## src/rtl/mem_stage_unit_pkg.sv

```systemverilog
// Shared RV32I types for the MEM stage: control word, funct3 encodings,
// FSM state and the store lane-formatting helpers.
package mem_stage_unit_pkg;

    typedef enum logic [2:0] {
        LB  = 3'b000,
        LH  = 3'b001,
        LW  = 3'b010,
        LBU = 3'b100,
        LHU = 3'b101
    } load_funct3_t;

    typedef enum logic [2:0] {
        SB = 3'b000,
        SH = 3'b001,
        SW = 3'b010
    } store_funct3_t;

    typedef enum logic {MEM_IDLE, MEM_BUSY} mem_state_t;

    typedef enum logic [1:0] {SZ_BYTE, SZ_HALF, SZ_WORD} access_size_t;

    typedef struct packed {
        logic [6:0] opcode;
        logic [2:0] funct3;
        logic       mem_read;
        logic       mem_write;
        logic [3:0] mem_byte_enable;
        logic       load_regfile;
        logic [4:0] rd;
    } rv32i_control_word;

    // funct3[1:0] fixes the access width; undefined encodings fall to word
    function automatic access_size_t access_size(input logic [2:0] funct3);
        access_size_t sz;
        case (funct3[1:0])
            2'b00:   sz = SZ_BYTE;
            2'b01:   sz = SZ_HALF;
            default: sz = SZ_WORD;
        endcase
        return sz;
    endfunction

    function automatic logic [3:0] store_be(input logic [2:0] funct3, input logic [1:0] addr_lo);
        logic [3:0] be;
        case (access_size(funct3))
            SZ_BYTE: be = 4'b0001 << addr_lo;
            SZ_HALF: be = 4'b0011 << {addr_lo[1], 1'b0};
            default: be = 4'b1111;
        endcase
        return be;
    endfunction

    function automatic logic [31:0] store_data(input logic [2:0] funct3, input logic [31:0] rs2);
        logic [31:0] wd;
        case (access_size(funct3))
            SZ_BYTE: wd = {4{rs2[7:0]}};
            SZ_HALF: wd = {2{rs2[15:0]}};
            default: wd = rs2;
        endcase
        return wd;
    endfunction

endpackage

```

## src/rtl/mem_stage_unit_if.sv

```systemverilog
// Data-memory port: level request held until a one-cycle response pulse.
interface mem_stage_unit_if;
    logic        dmem_read;
    logic        dmem_write;
    logic [31:0] dmem_address;
    logic [3:0]  dmem_byte_enable;
    logic [31:0] dmem_wdata;
    logic [31:0] dmem_rdata;
    logic        dmem_resp;

    modport master (
        output dmem_read, dmem_write, dmem_address, dmem_byte_enable, dmem_wdata,
        input  dmem_rdata, dmem_resp
    );

    modport slave (
        input  dmem_read, dmem_write, dmem_address, dmem_byte_enable, dmem_wdata,
        output dmem_rdata, dmem_resp
    );
endinterface

```

## src/rtl/mem_stage_unit_load_align.sv

```systemverilog
// Load-data alignment and sign/zero extension from the addressed byte lane.
module mem_load_align
    import mem_stage_unit_pkg::*;
(
    input  logic [31:0] rdata,
    input  logic [1:0]  addr_lo,
    input  logic [2:0]  funct3,
    output logic [31:0] result
);

    logic [31:0] shifted;

    always_comb begin
        shifted = rdata >> {addr_lo, 3'b000};
        case (load_funct3_t'(funct3))
            LB:      result = {{24{shifted[7]}}, shifted[7:0]};
            LBU:     result = {24'h0, shifted[7:0]};
            LH:      result = {{16{shifted[15]}}, shifted[15:0]};
            LHU:     result = {16'h0, shifted[15:0]};
            default: result = rdata;
        endcase
    end

endmodule

```

## src/rtl/mem_stage_unit.sv

```systemverilog
// RV32I MEM stage: issues one data-memory access at a time, stalls upstream
// until the response, then loads the MEM/WB register.
module mem_stage_unit
    import mem_stage_unit_pkg::*;
#(
    parameter int unsigned CNT_W       = 32,
    parameter bit          ALIGN_CHECK = 1'b1
) (
    input  logic                 clk,
    input  logic                 rst_n,
    input  logic                 valid_in,
    input  rv32i_control_word    ctrl_in,
    input  logic [31:0]          alu_in,
    input  logic [31:0]          rs2_in,
    mem_stage_unit_if.master     dmem,
    output logic                 stall_out,
    output logic                 misalign_out,
    output logic                 wb_valid,
    output rv32i_control_word    wb_ctrl,
    output logic [31:0]          wb_alu,
    output logic [31:0]          wb_load,
    output logic [CNT_W-1:0]     stall_cycles
);

    mem_state_t        state;
    rv32i_control_word lat_ctrl;
    logic [31:0]       lat_alu;
    logic [1:0]        lat_lo;
    logic [31:0]       load_result;

    logic              is_mem;
    logic              misaligned;
    logic              start;
    access_size_t      size;
    rv32i_control_word idle_ctrl;

    always_comb begin
        is_mem     = valid_in && (ctrl_in.mem_read || ctrl_in.mem_write);
        size       = access_size(ctrl_in.funct3);
        misaligned = ALIGN_CHECK &&
                     (((size == SZ_HALF) && alu_in[0]) ||
                      ((size == SZ_WORD) && (alu_in[1:0] != 2'b00)));
        start        = (state == MEM_IDLE) && is_mem && !misaligned;
        misalign_out = (state == MEM_IDLE) && is_mem && misaligned;
        stall_out    = start || ((state == MEM_BUSY) && !dmem.dmem_resp);
        // A squashed access still retires, but must not write the register file
        idle_ctrl = ctrl_in;
        if (misalign_out)
            idle_ctrl.load_regfile = 1'b0;
    end

    mem_load_align u_align (
        .rdata   (dmem.dmem_rdata),
        .addr_lo (lat_lo),
        .funct3  (lat_ctrl.funct3),
        .result  (load_result)
    );

    always_ff @(posedge clk or negedge rst_n) begin
        if (!rst_n) begin
            state                 <= MEM_IDLE;
            dmem.dmem_read        <= 1'b0;
            dmem.dmem_write       <= 1'b0;
            dmem.dmem_address     <= '0;
            dmem.dmem_byte_enable <= '0;
            dmem.dmem_wdata       <= '0;
            lat_ctrl              <= '0;
            lat_alu               <= '0;
            lat_lo                <= '0;
            wb_valid              <= 1'b0;
            wb_ctrl               <= '0;
            wb_alu                <= '0;
            wb_load               <= '0;
            stall_cycles          <= '0;
        end else begin
            if (stall_out && (stall_cycles != '1))
                stall_cycles <= stall_cycles + CNT_W'(1);

            unique case (state)
                MEM_IDLE: begin
                    if (start) begin
                        state                 <= MEM_BUSY;
                        dmem.dmem_read        <= ctrl_in.mem_read;
                        dmem.dmem_write       <= ctrl_in.mem_write;
                        dmem.dmem_address     <= {alu_in[31:2], 2'b00};
                        dmem.dmem_byte_enable <= store_be(ctrl_in.funct3, alu_in[1:0]);
                        dmem.dmem_wdata       <= store_data(ctrl_in.funct3, rs2_in);
                        lat_ctrl              <= ctrl_in;
                        lat_alu               <= alu_in;
                        lat_lo                <= alu_in[1:0];
                        wb_valid              <= 1'b0;
                    end else begin
                        wb_valid <= valid_in;
                        wb_ctrl  <= idle_ctrl;
                        wb_alu   <= alu_in;
                        wb_load  <= '0;
                    end
                end
                MEM_BUSY: begin
                    if (dmem.dmem_resp) begin
                        state           <= MEM_IDLE;
                        dmem.dmem_read  <= 1'b0;
                        dmem.dmem_write <= 1'b0;
                        wb_valid        <= 1'b1;
                        wb_ctrl         <= lat_ctrl;
                        wb_alu          <= lat_alu;
                        wb_load         <= load_result;
                    end else begin
                        wb_valid <= 1'b0;
                    end
                end
                default: state <= MEM_IDLE;
            endcase
        end
    end

endmodule

```

## src/flat_wrapper.sv

```systemverilog
// flat-port wrapper written by rule: the top's interface ports become plain ports
module mem_stage_unit_flat import mem_stage_unit_pkg::*;
#(
    parameter int unsigned CNT_W       = 32,
    parameter bit          ALIGN_CHECK = 1'b1
)
  (clk, rst_n, valid_in, ctrl_in, alu_in, rs2_in, stall_out, misalign_out, wb_valid, wb_ctrl, wb_alu, wb_load, stall_cycles, dmem_dmem_read, dmem_dmem_write, dmem_dmem_address, dmem_dmem_byte_enable, dmem_dmem_wdata, dmem_dmem_rdata, dmem_dmem_resp);
  mem_stage_unit_if dmem_i ();
  input  logic clk;
  input  logic rst_n;
  input  logic valid_in;
  input  rv32i_control_word ctrl_in;
  input  logic [31:0] alu_in;
  input  logic [31:0] rs2_in;
  output logic stall_out;
  output logic misalign_out;
  output logic wb_valid;
  output rv32i_control_word wb_ctrl;
  output logic [31:0] wb_alu;
  output logic [31:0] wb_load;
  output logic [CNT_W-1:0] stall_cycles;
  output wire logic [$bits(dmem_i.dmem_read)-1:0] dmem_dmem_read;
  output wire logic [$bits(dmem_i.dmem_write)-1:0] dmem_dmem_write;
  output wire logic [$bits(dmem_i.dmem_address)-1:0] dmem_dmem_address;
  output wire logic [$bits(dmem_i.dmem_byte_enable)-1:0] dmem_dmem_byte_enable;
  output wire logic [$bits(dmem_i.dmem_wdata)-1:0] dmem_dmem_wdata;
  input wire logic [$bits(dmem_i.dmem_rdata)-1:0] dmem_dmem_rdata;
  input wire logic [$bits(dmem_i.dmem_resp)-1:0] dmem_dmem_resp;
  assign dmem_dmem_read = dmem_i.dmem_read;
  assign dmem_dmem_write = dmem_i.dmem_write;
  assign dmem_dmem_address = dmem_i.dmem_address;
  assign dmem_dmem_byte_enable = dmem_i.dmem_byte_enable;
  assign dmem_dmem_wdata = dmem_i.dmem_wdata;
  assign dmem_i.dmem_rdata = dmem_dmem_rdata;
  assign dmem_i.dmem_resp = dmem_dmem_resp;
  mem_stage_unit #(.CNT_W(CNT_W), .ALIGN_CHECK(ALIGN_CHECK)) u_core (.clk(clk), .rst_n(rst_n), .valid_in(valid_in), .ctrl_in(ctrl_in), .alu_in(alu_in), .rs2_in(rs2_in), .dmem(dmem_i), .stall_out(stall_out), .misalign_out(misalign_out), .wb_valid(wb_valid), .wb_ctrl(wb_ctrl), .wb_alu(wb_alu), .wb_load(wb_load), .stall_cycles(stall_cycles));
endmodule
```

## config.mk

```make
export PLATFORM = sky130hd
export DESIGN_NAME = mem_stage_unit_flat
export DESIGN_NICKNAME = d
export VERILOG_FILES = /design/src/rtl/mem_stage_unit_pkg.sv /design/src/rtl/mem_stage_unit_if.sv /design/src/rtl/mem_stage_unit_load_align.sv /design/src/rtl/mem_stage_unit.sv /design/src/flat_wrapper.sv
export SDC_FILE = /design/constraint.sdc
export NUM_CORES = 1
export LEC_CHECK = 0
export BUFFER_PORTS_ARGS = -buffer_cell sky130_fd_sc_hd__clkbuf_2
export CAP_MARGIN = 20
export CORE_ASPECT_RATIO = 1.2
export CORE_MARGIN = 5
export CORE_UTILIZATION = 52
export DETAILED_ROUTE_END_ITERATION = 7
export PLACE_DENSITY = 0.83
export SLEW_MARGIN = 20
export SYNTH_ARGS = -nofsm -noshare
export SYNTH_HDL_FRONTEND = slang
export SYNTH_HIERARCHICAL = 1
export SYNTH_SLANG_ARGS = --single-unit
export TNS_END_PERCENT = 100
```

## constraint.sdc

```tcl
create_clock -name clk -period 2.7 [get_ports clk]
set_clock_uncertainty 0.1 [all_clocks]
set_input_delay 0.54 -clock clk [delete_from_list [all_inputs] [get_ports clk]]
set_output_delay 0.54 -clock clk [all_outputs]
set_load 0.01 [all_outputs]
```

# == Word-level counts from Yosys, hierarchy flattened ==
# Index checks and enable logic that the tools add are counted.
# word_totals
regBits,244
latch_bits,0
ramBits,0
romBits,0
inputBits,122
output_inout_bits,191
word_cells,89
n_memories,0
# op_classes
addsub,1
multipliers,0
n_div,0
magnitude_cmp,0
n_eq_ne,11
shift,3
n_mux,27
bitwise_logic,1
reduce_logical,20
# ops
op,count
$pmux 32 s2,3
$mux 32,4
$pmux 32 s4,1
$mux 22,2
$pmux 22 s2,1
$add 32x1->32 const B,1
$ne 32x32->1 const B,1
$shr 32x5->16,1
$logic_and 1x1->1,8
$mux 1,8
$pmux 1 s2,4
$pmux 4 s2,1
$eq 2x1->1 const B,3
$eq 3x3->1 const B,2
$reduce_and 2->1,3
$logic_not 2->1,2
$mux 2,2
$ne 2x2->1 const B,2
$pmux 2 s2,1
$shl 1x2->4 const A,1
$shl 2x2->4 const A,1
$eq 3x1->1 const B,1
$logic_not 3->1,1
$logic_or 1x1->1,3
5 further kinds,6

# == Longest topological paths before layout ==
# logic_depth
ltp_word,11
mapped_depth,9

# == Cells and area by module ==
# The synthesis kept the hierarchy.
# modules_own_cells
module,n_inst,cells_each,area_each_um2
mem_stage_unit,1,912,9384.0
mem_load_align,1,111,715.7

# == Worst setup path before layout ==
# OpenSTA, ideal clock, no wires.
# synth_path
kind,input to register
from,input port alu_in[0]
to,register u_core.stall_cycles[28]
arrival_ns,2.060
setup_slack_ns,0.412
path_stages,8
path_buffers,2
cell_sequence,buf_6 > and2_4 > o41a_4 > clkinv_2 > buf_6 > nand2b_4 > nor3_2 > mux2_1
# synth_via
elab_chain_cells,7
word_cells_on_any_way,8
# synth_rtl
element,line_no,text
from (decl),flat_wrapper.sv:13,input logic [31:0] alu_in;
$reduce_bool 2->1,mem_stage_unit.sv:42,((size == SZ_WORD) && (alu_in[1:0] != 2'b00)));
$logic_and 1x1->1,mem_stage_unit.sv:42,
$logic_or 1x1->1 *,mem_stage_unit.sv:41,(((size == SZ_HALF) && alu_in[0]) ||
$logic_not 1->1 *,mem_stage_unit.sv:43,start = (state == MEM_IDLE) && is_mem && !misaligned;
$logic_and 1x1->1 *,mem_stage_unit.sv:43,
$logic_or 1x1->1 *,mem_stage_unit.sv:45,stall_out = start || ((state == MEM_BUSY) && !dmem.dmem_resp);
$logic_and 1x1->1 *,mem_stage_unit.sv:76,if (stall_out && (stall_cycles != '1))
to (signal assigned),mem_stage_unit.sv:77,stall_cycles <= stall_cycles + CNT_W'(1);
to (decl),mem_stage_unit.sv:22,output logic [CNT_W-1:0] stall_cycles
# Every way passes the cells marked *; elsewhere a longest branch is shown, timed or not.
# A chain may end at the register's enable or synchronous reset.

# == Final worst setup path ==
# layout_path
from,register u_core.state
to,output port misalign_out
# layout_via
elab_chain_cells,3
# layout_rtl
element,line_no,text
from (decl),mem_stage_unit.sv:25,mem_state_t state;
from (signal assigned),mem_stage_unit.sv:61,state <= MEM_IDLE;
from (signal assigned),mem_stage_unit.sv:82,state <= MEM_BUSY;
from (signal assigned),mem_stage_unit.sv:101,state <= MEM_IDLE;
$not 1->1 (no line),--,
$logic_and 1x1->1 (2 in series),mem_stage_unit.sv:44,misalign_out = (state == MEM_IDLE) && is_mem && misaligned;
to (decl),flat_wrapper.sv:16,output logic misalign_out;
# Every way passes these cells.

==> metrics.txt <==
# TYPE chip_impl_metric gauge
chip_impl_metric{name="hold_viol",unit=""} 0
chip_impl_metric{name="number_of_h_tree_levels",unit=""} 1
chip_impl_metric{name="drc",unit=""} 0
chip_impl_metric{name="synth_edf_count",unit=""} 0
chip_impl_metric{name="cts_num_sinks",unit=""} 212
chip_impl_metric{name="leakage_dissipation",unit="nW"} 6.31
chip_impl_metric{name="routed_wl_per_cell",unit="µm"} 18.1
chip_impl_metric{name="gr-total-overflow",unit=""} 0
chip_impl_metric{name="cts_buffer_depth",unit=""} 3
chip_impl_metric{name="min_period",unit="ns"} 2.61
chip_impl_metric{name="filler_cell_count",unit=""} 1538
chip_impl_metric{name="fin_total_pwr",unit="mW"} 9.70
chip_impl_info{name="timing.critical_path.from",value="u_core/state$_DFF_PN0_"} 1
chip_impl_metric{name="synthesis.area",unit="µm²"} 10100
chip_impl_metric{name="dpl.hpwl",unit="mm"} 20.6
chip_impl_metric{name="fp.dieArea",unit="µm²"} 22300
chip_impl_metric{name="critPathArrivalTime",unit="ns"} 1.97
chip_impl_metric{name="synthArstFlopShare",unit=""} 1.00
chip_impl_metric{name="finalNetCount",unit=""} 1414
chip_impl_info{name="worst-setup-path-type",value="register to primary output"} 1
chip_impl_metric{name="max_clock_freq",unit="GHz"} 0.383
chip_impl_info{name="holdCritPathClass",value="primary input to register"} 1
chip_impl_info{name="timing.hold.worst.start",value="ctrl_in[17]"} 1
chip_impl_info{name="grt_setup_unrepaired",value="false"} 1
chip_impl_metric{name="grt.met2_usage",unit=""} 0.434
chip_impl_metric{name="total_clock_buffers_created_by_cts",unit=""} 23
chip_impl_metric{name="first_pass_drt_iterations",unit=""} 5
chip_impl_metric{name="drt.antenna.violating_nets",unit=""} 0
chip_impl_metric{name="ys.warnings.count",unit=""} 6
chip_impl_metric{name="ioPinCount",unit=""} 313
chip_impl_metric{name="multi_input_area",unit="µm²"} 4230
chip_impl_info{name="critPathCaptureType",value="primary output"} 1
chip_impl_metric{name="dieHeight",unit="µm"} 163
chip_impl_metric{name="final.period_utilization",unit=""} 0.966
chip_impl_metric{name="via_count",unit=""} 8494
chip_impl_metric{name="drt-initial-drc-count",unit=""} 466
chip_impl_info{name="ys_top_cells_by_count",value="sky130_fd_sc_hd__nand2_1 (308), sky130_fd_sc_hd__dfrtp_1 (212), sky130_fd_sc_hd__o21ai_0 (100)"} 1
chip_impl_metric{name="ys_types",unit=""} 61
chip_impl_info{name="synth_top_cells_by_area",value="sky130_fd_sc_hd__dfrtp_1 (53%), sky130_fd_sc_hd__nand2_1 (11%), sky130_fd_sc_hd__mux2i_1 (8.1%)"} 1
chip_impl_metric{name="post_synth_inst_count",unit=""} 1023
chip_impl_metric{name="row_count",unit=""} 55
chip_impl_metric{name="grt_pass1_wl",unit="mm"} 45.1
chip_impl_metric{name="cap_viol_max_count",unit=""} 0
chip_impl_metric{name="grt_pass1_vias",unit=""} 8768
chip_impl_info{name="synth-main-ff-cell",value="sky130_fd_sc_hd__dfrtp_1"} 1
chip_impl_metric{name="syn_area_per_cell",unit="µm²"} 9.87
chip_impl_metric{name="regArea",unit="µm²"} 5310
chip_impl_metric{name="powerDensity",unit="nW/µm²"} 782
chip_impl_metric{name="vdd.ir_drop.worst",unit="µV"} 445
chip_impl_metric{name="cts_clk_pin_slew_worst_paths",unit="ns"} 0.06
chip_impl_metric{name="gp_congestion",unit=""} 0.877
chip_impl_metric{name="global_route.usage.met3",unit=""} 0.0590
chip_impl_info{name="run_status",value="completed"} 1
chip_impl_info{name="timing.critical_path.cells",value="nor2b_1 > o21ai_1 > buf_4 > nor2_1 > clkbuf_2"} 1
chip_impl_metric{name="timing.final.setup_violations",unit=""} 0
chip_impl_metric{name="post_cts.resized_instances",unit=""} 0
chip_impl_metric{name="placeableCoreArea",unit="µm²"} 19000
chip_impl_metric{name="postLayoutCoreUtil",unit=""} 0.653
chip_impl_metric{name="timing.max_slew.rel_slack",unit=""} 0.503
chip_impl_metric{name="number_of_antenna_violations_at_the_first_check_in_global_routing",unit=""} 0
chip_impl_metric{name="drt_wl_total",unit="mm"} 28.2
chip_impl_metric{name="cp_data_required_time",unit="ns"} 2.06
chip_impl_info{name="r2r_start",value="u_core/stall_cycles[0]$_DFFE_PN0P_"} 1
chip_impl_info{name="synth_area_leader_cell",value="sky130_fd_sc_hd__dfrtp_1"} 1
chip_impl_metric{name="clkLatencyLatePin",unit="ns"} 0.49
chip_impl_metric{name="timing.final.max_slew_violations",unit=""} 0
chip_impl_metric{name="synth-seq-area-share",unit=""} 0.525
chip_impl_metric{name="viasPerCell",unit=""} 5.45
chip_impl_metric{name="global_route.usage.met1",unit=""} 0.303
chip_impl_info{name="tritoncts",value="done"} 1
chip_impl_metric{name="yosysTopAreaCellShare",unit=""} 0.525
chip_impl_info{name="cpMaxStageDelayCell",value="sky130_fd_sc_hd__dfrtp_4"} 1
chip_impl_metric{name="buffer_ports.inserted",unit=""} 310
chip_impl_metric{name="yosys_reg_bits",unit=""} 212
chip_impl_info{name="timing.critical_path.from_type",value="register"} 1
chip_impl_metric{name="cp_max_fo",unit=""} 9
chip_impl_metric{name="layout-area-overhead-vs-synth",unit="%"} 22.9
chip_impl_metric{name="worstMarginPinSlew",unit="ns"} 0.745
chip_impl_metric{name="setup-tns-final",unit="ns"} 0
chip_impl_metric{name="die_extent_in_x",unit="µm"} 137
chip_impl_metric{name="fraction_of_final_layout_cells_sized_beyond_drive_strength_1",unit=""} 0.309
chip_impl_metric{name="initial_utilization",unit=""} 0.532
chip_impl_metric{name="antenna_cells",unit=""} 0
chip_impl_metric{name="grt_util_all_layers",unit=""} 0.249
chip_impl_metric{name="pin_count_of_the_biggest_net_entering_global_routing",unit=""} 77
chip_impl_metric{name="fin_area",unit="µm²"} 12400
chip_impl_info{name="synthMostInstantiatedCell",value="sky130_fd_sc_hd__nand2_1"} 1
chip_impl_metric{name="dpl_cell_area",unit="µm²"} 11700
chip_impl_metric{name="cp_slowest_stage_delay",unit="ns"} 0.50
chip_impl_info{name="grt.busiest_layer",value="met2"} 1
chip_impl_info{name="cts-root-buf",value="sky130_fd_sc_hd__clkbuf_16"} 1
## critical path, delay by kind of cell, from the launching register on
family / cells / cell delay (ns)
AOI/OAI and AO/OA: 1 / 0.12
buffers and inverters: 2 / 0.37
DFF: 1 / 0.50
and+or+nand+nor: 2 / 0.47
## layer usage
layer | vias to the layer above | wire (µm)
met1 | 4097 | 11000
met4 | 0 | 774
li1 | 3993 | -
met5 | - | 0
met2 | 348 | 14100
met3 | 56 | 2300
## cells in the final DEF (no fill, tap or decap), types with 3 or more instances in the layout
| cell type | n |
|---|---|
| sky130_fd_sc_hd__clkbuf_16 | 23 |
| sky130_fd_sc_hd__xnor2_1 | 24 |
| sky130_fd_sc_hd__a221oi_1 | 4 |
| sky130_fd_sc_hd__o21ai_0 | 100 |
| sky130_fd_sc_hd__xor2_1 | 6 |
| sky130_fd_sc_hd__nand2b_1 | 4 |
| sky130_fd_sc_hd__clkinv_2 | 3 |
| sky130_fd_sc_hd__a22o_1 | 36 |
| sky130_fd_sc_hd__mux2i_1 | 82 |
| sky130_fd_sc_hd__nand3_2 | 6 |
| sky130_fd_sc_hd__mux2_2 | 6 |
| sky130_fd_sc_hd__and2_1 | 5 |
| sky130_fd_sc_hd__clkbuf_1 | 7 |
| sky130_fd_sc_hd__clkbuf_8 | 4 |
| sky130_fd_sc_hd__inv_1 | 5 |
| sky130_fd_sc_hd__and3_1 | 4 |
| sky130_fd_sc_hd__nor3_1 | 4 |
| sky130_fd_sc_hd__buf_4 | 22 |
| sky130_fd_sc_hd__nor2_1 | 18 |
| sky130_fd_sc_hd__nand3_1 | 10 |
| sky130_fd_sc_hd__dfrtp_1 | 211 |
| sky130_fd_sc_hd__a21oi_1 | 9 |
| sky130_fd_sc_hd__nand2_1 | 308 |
| sky130_fd_sc_hd__a22oi_1 | 4 |
| sky130_fd_sc_hd__nand4_1 | 18 |
| sky130_fd_sc_hd__o31ai_1 | 8 |
| sky130_fd_sc_hd__clkbuf_2 | 309 |
| sky130_fd_sc_hd__o21ai_1 | 4 |
| sky130_fd_sc_hd__buf_12 | 5 |
| sky130_fd_sc_hd__nor3_2 | 6 |
| sky130_fd_sc_hd__nor2b_1 | 3 |
| sky130_fd_sc_hd__and4_1 | 6 |
## logic make-up (layout without fill, tap and decap cells)
kind of cell,after synthesis,after routing,synth area share
AND/OR/NAND/NOR,402,402,0.176
flip-flops,212,212,0.525
AO/OA/AOI/OAI,184,184,0.122
buffers and inverters,102,381,0.0574
multiplexers,91,91,0.0924
XOR/XNOR,30,30,0.0260
adder cells (fa/ha/maj),1,1,0.00124
other,1,2,0.000371
## metrics by stage
stage               hold WS (ns)  setup WS, ns  cells
floorplan                  0.144         0.412   1024
global placement           0.357         0.280   1521
detailed placement         0.362         0.205   1521
CTS                        0.137        0.0901   1559
global route               0.158        0.0440   1559
finish                     0.157        0.0909   1559
## area by class of cell
| cell class | count | area share |
|---|---|---|
| Sequential cell | 212 | 0.428 |
| Multi-Input combinational cell | 710 | 0.341 |
| Timing Repair Buffer | 338 | 0.148 |
| Clock buffer | 33 | 0.0518 |
| Tap cell | 256 | 0.0258 |
| Clock inverter | 4 | 0.00383 |
| Inverter | 6 | 0.00192 |
## timing repair
item | 4_1_cts | 5_1_grt
hold endpoints to repair | 55 | 0
buffers inserted | 0 | 0
hold buffers | 1 | 0
## registers in the layout, summed over array words and instances, names as in the netlist
register / cells
u_core/dmem.dmem_wdata: 32
u_core/lat_alu: 32
u_core/stall_cycles: 32
u_core/wb_alu: 32
u_core/wb_load: 32
u_core/lat_ctrl: 22
u_core/wb_ctrl: 22
u_core/dmem.dmem_byte_enable: 4
u_core/dmem.dmem_read: 1
u_core/dmem.dmem_write: 1
u_core/state: 1
u_core/wb_valid: 1
## where the power goes
part | internal, mW | switching [mW] | total, mW
sequential | 3.79 | 0.471 | 4.26
combinational | 1.02 | 1.49 | 2.51
clock | 1.73 | 1.20 | 2.93
total | 6.54 | 3.16 | 9.70
## worst paths after layout
| check | end | slack [ns] | cells past startpoint |
|---|---|---|---|
| setup / recovery | misalign_out | 0.09 | 5 |
| hold / removal | u_core/lat_ctrl[17]$_DFFE_PN0P_ | 0.16 | 3 |
| setup reg to reg | u_core/stall_cycles[11]$_DFFE_PN0P_ | 0.35 | 7 |
| hold reg to reg | u_core/lat_ctrl[11]$_DFFE_PN0P_ | 0.37 | 2 |
| max in group asynchronous | u_core/wb_load[20]$_DFFE_PN0P_ | 1.30 | 3 |
| min in group asynchronous | u_core/lat_alu[29]$_DFFE_PN0P_ | 0.52 | 2 |
No activity file was read; power rests on OpenSTA's default activity.
